[config.mk]
export PLATFORM = sky130hd
export DESIGN_NAME = apple1_pia
export DESIGN_NICKNAME = d
export VERILOG_FILES = /design/src/rtl/apple1_pia_pkg.sv /design/src/rtl/apple1_kbd_fifo.sv /design/src/rtl/apple1_pia.sv
export SDC_FILE = /design/constraint.sdc
export NUM_CORES = 1
export LEC_CHECK = 0
export CAP_MARGIN = 20
export CORE_MARGIN = 10
export CORE_UTILIZATION = 45
export CTS_CLUSTER_DIAMETER = 150
export DETAILED_ROUTE_END_ITERATION = 10
export PLACE_DENSITY = 0.85
export RECOVER_POWER = 50
export SYNTH_ARGS = -nofsm -noshare
export SYNTH_HDL_FRONTEND = slang
export SYNTH_SLANG_ARGS = --single-unit
[constraint.sdc]
create_clock -name clk14 -period 1.35 [get_ports clk14]
set_clock_uncertainty 0.05 [all_clocks]
set_input_delay 0.27 -clock clk14 [delete_from_list [all_inputs] [get_ports clk14]]
set_output_delay 0.27 -clock clk14 [all_outputs]
set_load 0.03 [all_outputs]
[src/rtl/apple1_pia_pkg.sv]
// Apple-1 PIA register map and keyboard buffer sizing shared by the PIA block.
// Pure declarations: no latency, no flow control.
package apple1_pia_pkg;

  localparam logic [1:0] PIA_KBD   = 2'd0;
  localparam logic [1:0] PIA_KBDCR = 2'd1;
  localparam logic [1:0] PIA_DSP   = 2'd2;
  localparam logic [1:0] PIA_DSPCR = 2'd3;

  localparam int PIA_KBD_DEPTH_DEF = 4;

endpackage

[src/rtl/apple1_kbd_fifo.sv]
// Keyboard key FIFO: head visible combinationally, push/pop take effect on the clk14 edge.
// Push while full is ignored unless a pop happens on the same edge; pop while empty is ignored.
module apple1_kbd_fifo #(
  parameter int DEPTH = 4,
  parameter int WIDTH = 7
) (
  input  logic             clk14,
  input  logic             rst,
  input  logic             push,
  input  logic             pop,
  input  logic [WIDTH-1:0] wr_dat,
  output logic [WIDTH-1:0] rd_dat,
  output logic             full,
  output logic             empty
);

  localparam int AW = $clog2(DEPTH);
  localparam logic [AW:0] PTR_ONE = 1;

  logic [WIDTH-1:0] mem [DEPTH];
  logic [AW:0]      wr_ptr;
  logic [AW:0]      rd_ptr;
  logic             do_push;
  logic             do_pop;

  // Pointers carry one extra wrap bit so full and empty are distinguishable.
  assign empty   = (wr_ptr == rd_ptr);
  assign full    = (wr_ptr[AW] != rd_ptr[AW]) && (wr_ptr[AW-1:0] == rd_ptr[AW-1:0]);
  assign do_pop  = pop & ~empty;
  assign do_push = push & (~full | do_pop);
  assign rd_dat  = mem[rd_ptr[AW-1:0]];

  always_ff @(posedge clk14) begin
    if (rst) begin
      wr_ptr <= '0;
      rd_ptr <= '0;
    end else begin
      if (do_push) wr_ptr <= wr_ptr + PTR_ONE;
      if (do_pop)  rd_ptr <= rd_ptr + PTR_ONE;
    end
  end

  always_ff @(posedge clk14) begin
    if (do_push) mem[wr_ptr[AW-1:0]] <= wr_dat;
  end

endmodule

[src/rtl/apple1_pia.sv]
// Apple-1 PIA (KBD/KBDCR/DSP/DSPCR): bus effects on cpu_clken edges, dout combinational, keys/display 1-cycle latency.
// Display held until dsp_ready; APPLE1_PIA_KBD_FIFO_EN buffers keys in a FIFO (drop + sticky ovr when full).
module apple1_pia
  import apple1_pia_pkg::*;
#(
  parameter int KBD_DEPTH = PIA_KBD_DEPTH_DEF
) (
  input  logic       clk14,
  input  logic       rst,
  input  logic       cpu_clken,
  input  logic       cs,
  input  logic       rw,
  input  logic [1:0] addr,
  input  logic [7:0] din,
  output logic [7:0] dout,
  input  logic [6:0] kbd_data,
  input  logic       kbd_strobe,
  output logic [6:0] dsp_data,
  output logic       dsp_valid,
  input  logic       dsp_ready
);

  logic       bus_acc;
  logic       rd_kbd;
  logic       rd_kbdcr;
  logic       wr_kbdcr;
  logic       wr_dsp;
  logic       wr_dspcr;
  logic       dsp_xfer;

  logic [6:0] key_dat;
  logic       key_avail;
  logic       key_ovr;
  logic [5:0] kbdcr;
  logic [6:0] dspcr;
  logic [6:0] dsp_dat_q;
  logic       dsp_busy;
  logic       unused_bits;

  assign bus_acc  = cs & cpu_clken;
  assign rd_kbd   = bus_acc &  rw & (addr == PIA_KBD);
  assign rd_kbdcr = bus_acc &  rw & (addr == PIA_KBDCR);
  assign wr_kbdcr = bus_acc & ~rw & (addr == PIA_KBDCR);
  assign wr_dsp   = bus_acc & ~rw & (addr == PIA_DSP);
  assign wr_dspcr = bus_acc & ~rw & (addr == PIA_DSPCR);
  assign dsp_xfer = dsp_busy & dsp_ready;

  // din[7] has no storage in any register.
  assign unused_bits = din[7];

`ifdef APPLE1_PIA_KBD_FIFO_EN
  logic       fifo_full;
  logic       fifo_empty;
  logic       fifo_pop;
  logic       fifo_push;
  logic [6:0] fifo_head;
  logic       ovr_q;

  assign fifo_pop  = rd_kbd & ~fifo_empty;
  assign fifo_push = kbd_strobe & (~fifo_full | fifo_pop);

  apple1_kbd_fifo #(
    .DEPTH (KBD_DEPTH),
    .WIDTH (7)
  ) u_kbd_fifo (
    .clk14  (clk14),
    .rst    (rst),
    .push   (fifo_push),
    .pop    (fifo_pop),
    .wr_dat (kbd_data),
    .rd_dat (fifo_head),
    .full   (fifo_full),
    .empty  (fifo_empty)
  );

  // An empty buffer reads as key 0 so KBD shows $80 like the reset state.
  assign key_avail = ~fifo_empty;
  assign key_dat   = fifo_empty ? 7'd0 : fifo_head;
  assign key_ovr   = ovr_q;

  always_ff @(posedge clk14) begin
    if (rst) begin
      ovr_q <= 1'b0;
    end else if (kbd_strobe & fifo_full & ~fifo_pop) begin
      ovr_q <= 1'b1;
    end else if (rd_kbdcr) begin
      ovr_q <= 1'b0;
    end
  end
`else
  logic [6:0] key_q;
  logic       avail_q;
  logic       unused_depth;

  assign unused_depth = (KBD_DEPTH != 0);
  assign key_dat      = key_q;
  assign key_avail    = avail_q;
  assign key_ovr      = 1'b0;

  // A strobe wins over a same-edge KBD read so the new key is never lost.
  always_ff @(posedge clk14) begin
    if (rst) begin
      key_q   <= '0;
      avail_q <= 1'b0;
    end else if (kbd_strobe) begin
      key_q   <= kbd_data;
      avail_q <= 1'b1;
    end else if (rd_kbd) begin
      avail_q <= 1'b0;
    end
  end
`endif

  always_ff @(posedge clk14) begin
    if (rst) begin
      kbdcr <= '0;
      dspcr <= '0;
    end else begin
      if (wr_kbdcr) kbdcr <= din[5:0];
      if (wr_dspcr) dspcr <= din[6:0];
    end
  end

  // A CPU write outranks the terminal accept: the old character leaves, the new one stays pending.
  always_ff @(posedge clk14) begin
    if (rst) begin
      dsp_dat_q <= '0;
      dsp_busy  <= 1'b0;
    end else if (wr_dsp) begin
      dsp_dat_q <= din[6:0];
      dsp_busy  <= 1'b1;
    end else if (dsp_xfer) begin
      dsp_busy  <= 1'b0;
    end
  end

  assign dsp_data  = dsp_dat_q;
  assign dsp_valid = dsp_busy;

  always_comb begin
    dout = 8'h00;
    case (addr)
      PIA_KBD:   dout = {1'b1, key_dat};
      PIA_KBDCR: dout = {key_avail, key_ovr, kbdcr};
      PIA_DSP:   dout = {dsp_busy, dsp_dat_q};
      PIA_DSPCR: dout = {1'b0, dspcr};
      default:   dout = 8'h00;
    endcase
  end

endmodule

==> After elaboration in Yosys (flattened, before gate mapping) <==
Cells that the tools add are included.
{ "totals": {"inputBits": 24, "register_bits": 29} }
{ "op_classes": {"muxes": 5, "reduce_logical": 3, "bitwise": 9, "n_eq_ne": 3} }
{ "op_table": {"columns": ["cell", "count"], "rows": [
  ["case mux 8 bit (4 select lines)", 1],
  ["AND 1 bit", 8],
  ["== test 2 bit (second input constant)", 2],
  ["two-way mux 1 bit", 4],
  ["nonzero test 2 bit", 2],
  ["== test 2 x 1 -> 1 bit (second input constant)", 1],
  ["zero test 2 bit", 1],
  ["NOT 1 bit", 1]
]} }

==> Depth between registers and ports, before layout <==
{ "logic_depth": {"word_depth": 5, "ltp_mapped": 4} }

==> Worst setup path after synthesis <==
OpenSTA, ideal clock, no wires.
{ "synth_timing": {"path_type": "input port to output port", "from": "in addr[1]", "to": "out dout[1]", "stages": 2, "path_buffers": 1, "setup_slack_ps": -78, "arrival_ps": 1108, "required_time_ps": 1030, "path_cell_list": "buf_2 > mux4_2"} }
{ "synth_between": {"elab_chain_len": 2, "elab_cells_between_ends": 5} }
{ "synth_lines": {"columns": ["element", "line", "source"], "rows": [
  ["from (decl)", "apple1_pia.sv:13", "input logic [1:0] addr,"],
  ["== test 2 bit (tied with other cells)", "apple1_pia.sv:142", "case (addr)"],
  ["case mux 8 bit (4 select lines) (*)", "apple1_pia.sv:142", null],
  ["to (decl)", "apple1_pia.sv:15", "output logic [7:0] dout,"]
]} }
Every way passes the cells marked *; elsewhere a longest branch is shown, timed or not.

==> Final worst setup path <==
{ "layout_timing": {"from": "reg dspcr[0]", "to": "out dout[0]"} }
{ "layout_between": {"elab_chain_len": 1} }
{ "layout_lines": {"columns": ["element", "line", "source"], "rows": [
  ["from (decl)", "apple1_pia.sv:35", "logic [6:0] dspcr;"],
  ["from (signal assigned)", "apple1_pia.sv:120", "if (wr_dspcr) dspcr <= din[6:0];"],
  ["case mux 8 bit (4 select lines)", "apple1_pia.sv:142", null]
]} }
No other way between the ends.

==> summary.txt <==
Critical path
  • WP data required: 1.03 ns
  • CP arrival: 1.29 ns
  • Slowest CP cell: mux4_2
  • CP Capture Type: output pin
  • CP bufs+invs: 1
  • CP cell instances: mux4_2, buf_6
  • Setup CP Type: reg -> out
  • Startpoint Class: flop
  • Crit-path max FO: 2
  • Slowest stage delay, CP: 0.48 ns
  • CP top delay family: multiplexers

Detailed routing
  • DRC Markers: 0
  • Initial DRC count: 50
  • Routed vias: 1,102
  • Post-DR wirelength/cell: 16.3 um
  • Vias per std cell: 5.17
  • Drt first pass iters: 4
  • DRT antenna net count: 0
  • Detailed Route WL: 3.47 mm

Finish
  • Ant diodes: 0
  • Final instance area: 2020 um^2
  • Synthesis-to-layout area growth: 49.3%
  • Multi-input gate area in the final layout: 766 um^2
  • Sequential Area: 596 um^2
  • Nets: 205
  • Filler cells: 210
  • Final cell count without fillers: 213
  • Layout cell share with drive strength beyond 1: 39.6%

Yosys
  • Synthesized net count: 146
  • Mapped Cells: 122
  • Synth Warn #: 0
  • Syn_area_per_cell: 11.1 um^2
  • Yosys reg bits: 29
  • Distinct cells, synth: 18
  • Sequential fraction of the synthesis area: 43.0%
  • EDFF count, synth: 0
  • Synth Cell Area: 1350 um^2
  • Fraction of registers with async set/reset: 0%
  • Synth Flop Type: dfxtp_1

Placement
  • Detailed placement HPWL: 2.53 mm
  • Placement Setup Slack: -1.00 ns
  • Post-Place Cells: 202
  • GPL Wtd Cong: 0.787
  • I/O Buffers: 38
  • Placed cell areas: 1890 um^2

STA
  • Max Clk Rate: 622 MHz
  • Worst-Margin Slew: 0.302 ns
  • Final Worst Setup Slack: -0.259 ns
  • Max-slew headroom: 79.8%
  • Final worst-path cycle share: 119%
  • Crit path time final: 1.61 ns
  • Max-slew violations: 0
  • Hold Fails Final Rpt: 0
  • Unrepaired setup endpoints after global routing: true
  • Final setup TNS: -1.64 ns
  • Endpoints failing setup: 7

Clocking
  • Root Driver: clkbuf_4
  • CTS tree: built
  • Clock-pin slew on the worst setup and hold paths: 0.10 ns
  • H-tree Lvls: 2
  • Worst skew pair latency: 0.32 ns
  • CTS buffer count: 5
  • Clock Sinks: 29
  • CTS Hold Bufs: 0
  • Clock Tree Buf Depth: 2

Global routing
  • Largest net degree at the start of global routing: 37
  • GRT Overall Usage: 13.1%
  • Vias in the first global route: 1,218
  • Initial antenna violation count: 0
  • Total grt overflow: 0
  • Wire length of the first global-routing pass: 5.70 mm

Power and ir drop
  • Peak VDD IR: 0.678 mV
  • Total power: 0.00177 W
  • Leak: 0.918 nW
  • Pwr Density: 879 nW/um^2

Floorplan
  • I/O pin cnt: 40
  • Height of the die: 74.8 um
  • Core area: 2810 um^2
  • Die area: 5600 um^2
  • Initial core utilization: 48.2%
  • Row cnt: 19
  • Die Wd: 74.8 um

Flow run
  • Max cap viols: 0

Status
  • Status: finished with violations
  • Violated checks: setup timing

Worst hold path
  • Hold WC Path Type: in -> reg
## cells by family after synthesis
kind of cell,Yosys count,synth area share [%]
DFF,29,43.0
AOI/OAI and AO/OA,4,2.04
muxes,34,30.8
and+or+nand+nor,47,21.6
buffers and inverters,8,2.59
## path summary, 6_finish.rpt
| check | start | slack (ns) | depth (start not counted) | to |
|---|---|---|---|---|
| setup / recovery | dspcr[0] | -0.26 | 2 | dout[0] |
| hold / removal | cpu_clken | 0.41 | 3 | avail_q |
| setup reg to reg | avail_q | 0.59 | 2 | avail_q |
| hold reg to reg | dspcr[6] | 0.43 | 2 | dspcr[6] |
## report_power, final
part           internal, W  switching, W
sequential        0.000879     0.0000130
clock             0.000302      0.000293
combinational     0.000165      0.000121
total              0.00135      0.000427
## cell usage after synthesis (2+ instances only)
| master | instances | area, um^2 |
|---|---|---|
| a21oi_1 | 2 | 10.0 |
| mux4_2 | 6 | 135 |
| buf_2 | 4 | 20.0 |
| nand2b_1 | 29 | 181 |
| dfxtp_1 | 29 | 581 |
| mux2i_1 | 27 | 270 |
| or4b_1 | 2 | 20.0 |
| nor2_1 | 9 | 33.8 |
| clkbuf_1 | 4 | 15.0 |
| nor2b_1 | 2 | 12.5 |
## per-layer routing
| metal | GRT usage [%] | vias to the layer above | routed length [um] |
|---|---|---|---|
| li1 | - | 545 | - |
| met1 | 14.8 | 519 | 1420 |
| met2 | 21.8 | 36 | 1740 |
| met3 | 5.39 | 2 | 301 |
| met4 | 4.83 | 0 | 8 |
| met5 | 0 | - | 0 |
## repair_timing
| item | in CTS | in global routing |
|---|---|---|
| setup endpoints to repair | 22 | 14 |
| pin swaps | 3 | 0 |
| resized for setup | 67 | 11 |
| buffers inserted | 4 | 0 |
## worst register-to-register path: stages, from the launching register on
cell      delay [ns]
dfxtp_2         0.36
nor2_1          0.04
a311oi_1        0.23
## stage by stage
| stage | utilization (%) | hold WS, ns |
|---|---|---|
| 2_1_floorplan | - | 0.367 |
| 3_3_place_gp | 67.5 | 0.409 |
| 3_5_place_dp | 67.5 | 0.420 |
| 4_1_cts | 72.7 | 0.393 |
| 5_1_grt | 71.9 | 0.446 |
| 6_report | 71.9 | 0.408 |
## area by class of cell
cell class / count / area share [%]
clock buffers: 7 / 3.23
well taps: 31 / 1.92
clock inverters: 1 / 0.248
repair buffers: 60 / 27.1
flip-flops and latches: 29 / 29.5
multi-input cells: 85 / 38.0
## flip-flops by register name (all words and copies together) (netlist names)
| name | count |
|---|---|
| dspcr | 7 |
| avail_q | 1 |
| dsp_data | 7 |
| key_dat | 7 |
| dsp_valid | 1 |
| kbdcr | 6 |
## placed cells by master (no fill, tap or decap), types with 2 or more instances in the layout
master	n
clkdlybuf4s50_1	15
clkbuf_8	2
clkbuf_4	6
buf_4	23
buf_6	12
nand2b_1	28
dfxtp_1	17
clkbuf_2	2
mux2i_1	27
dfxtp_2	12
dlygate4sd3_1	2
dlygate4sd2_1	3
nor2_1	9
mux4_2	6
Power figures use the tool's default switching activity.
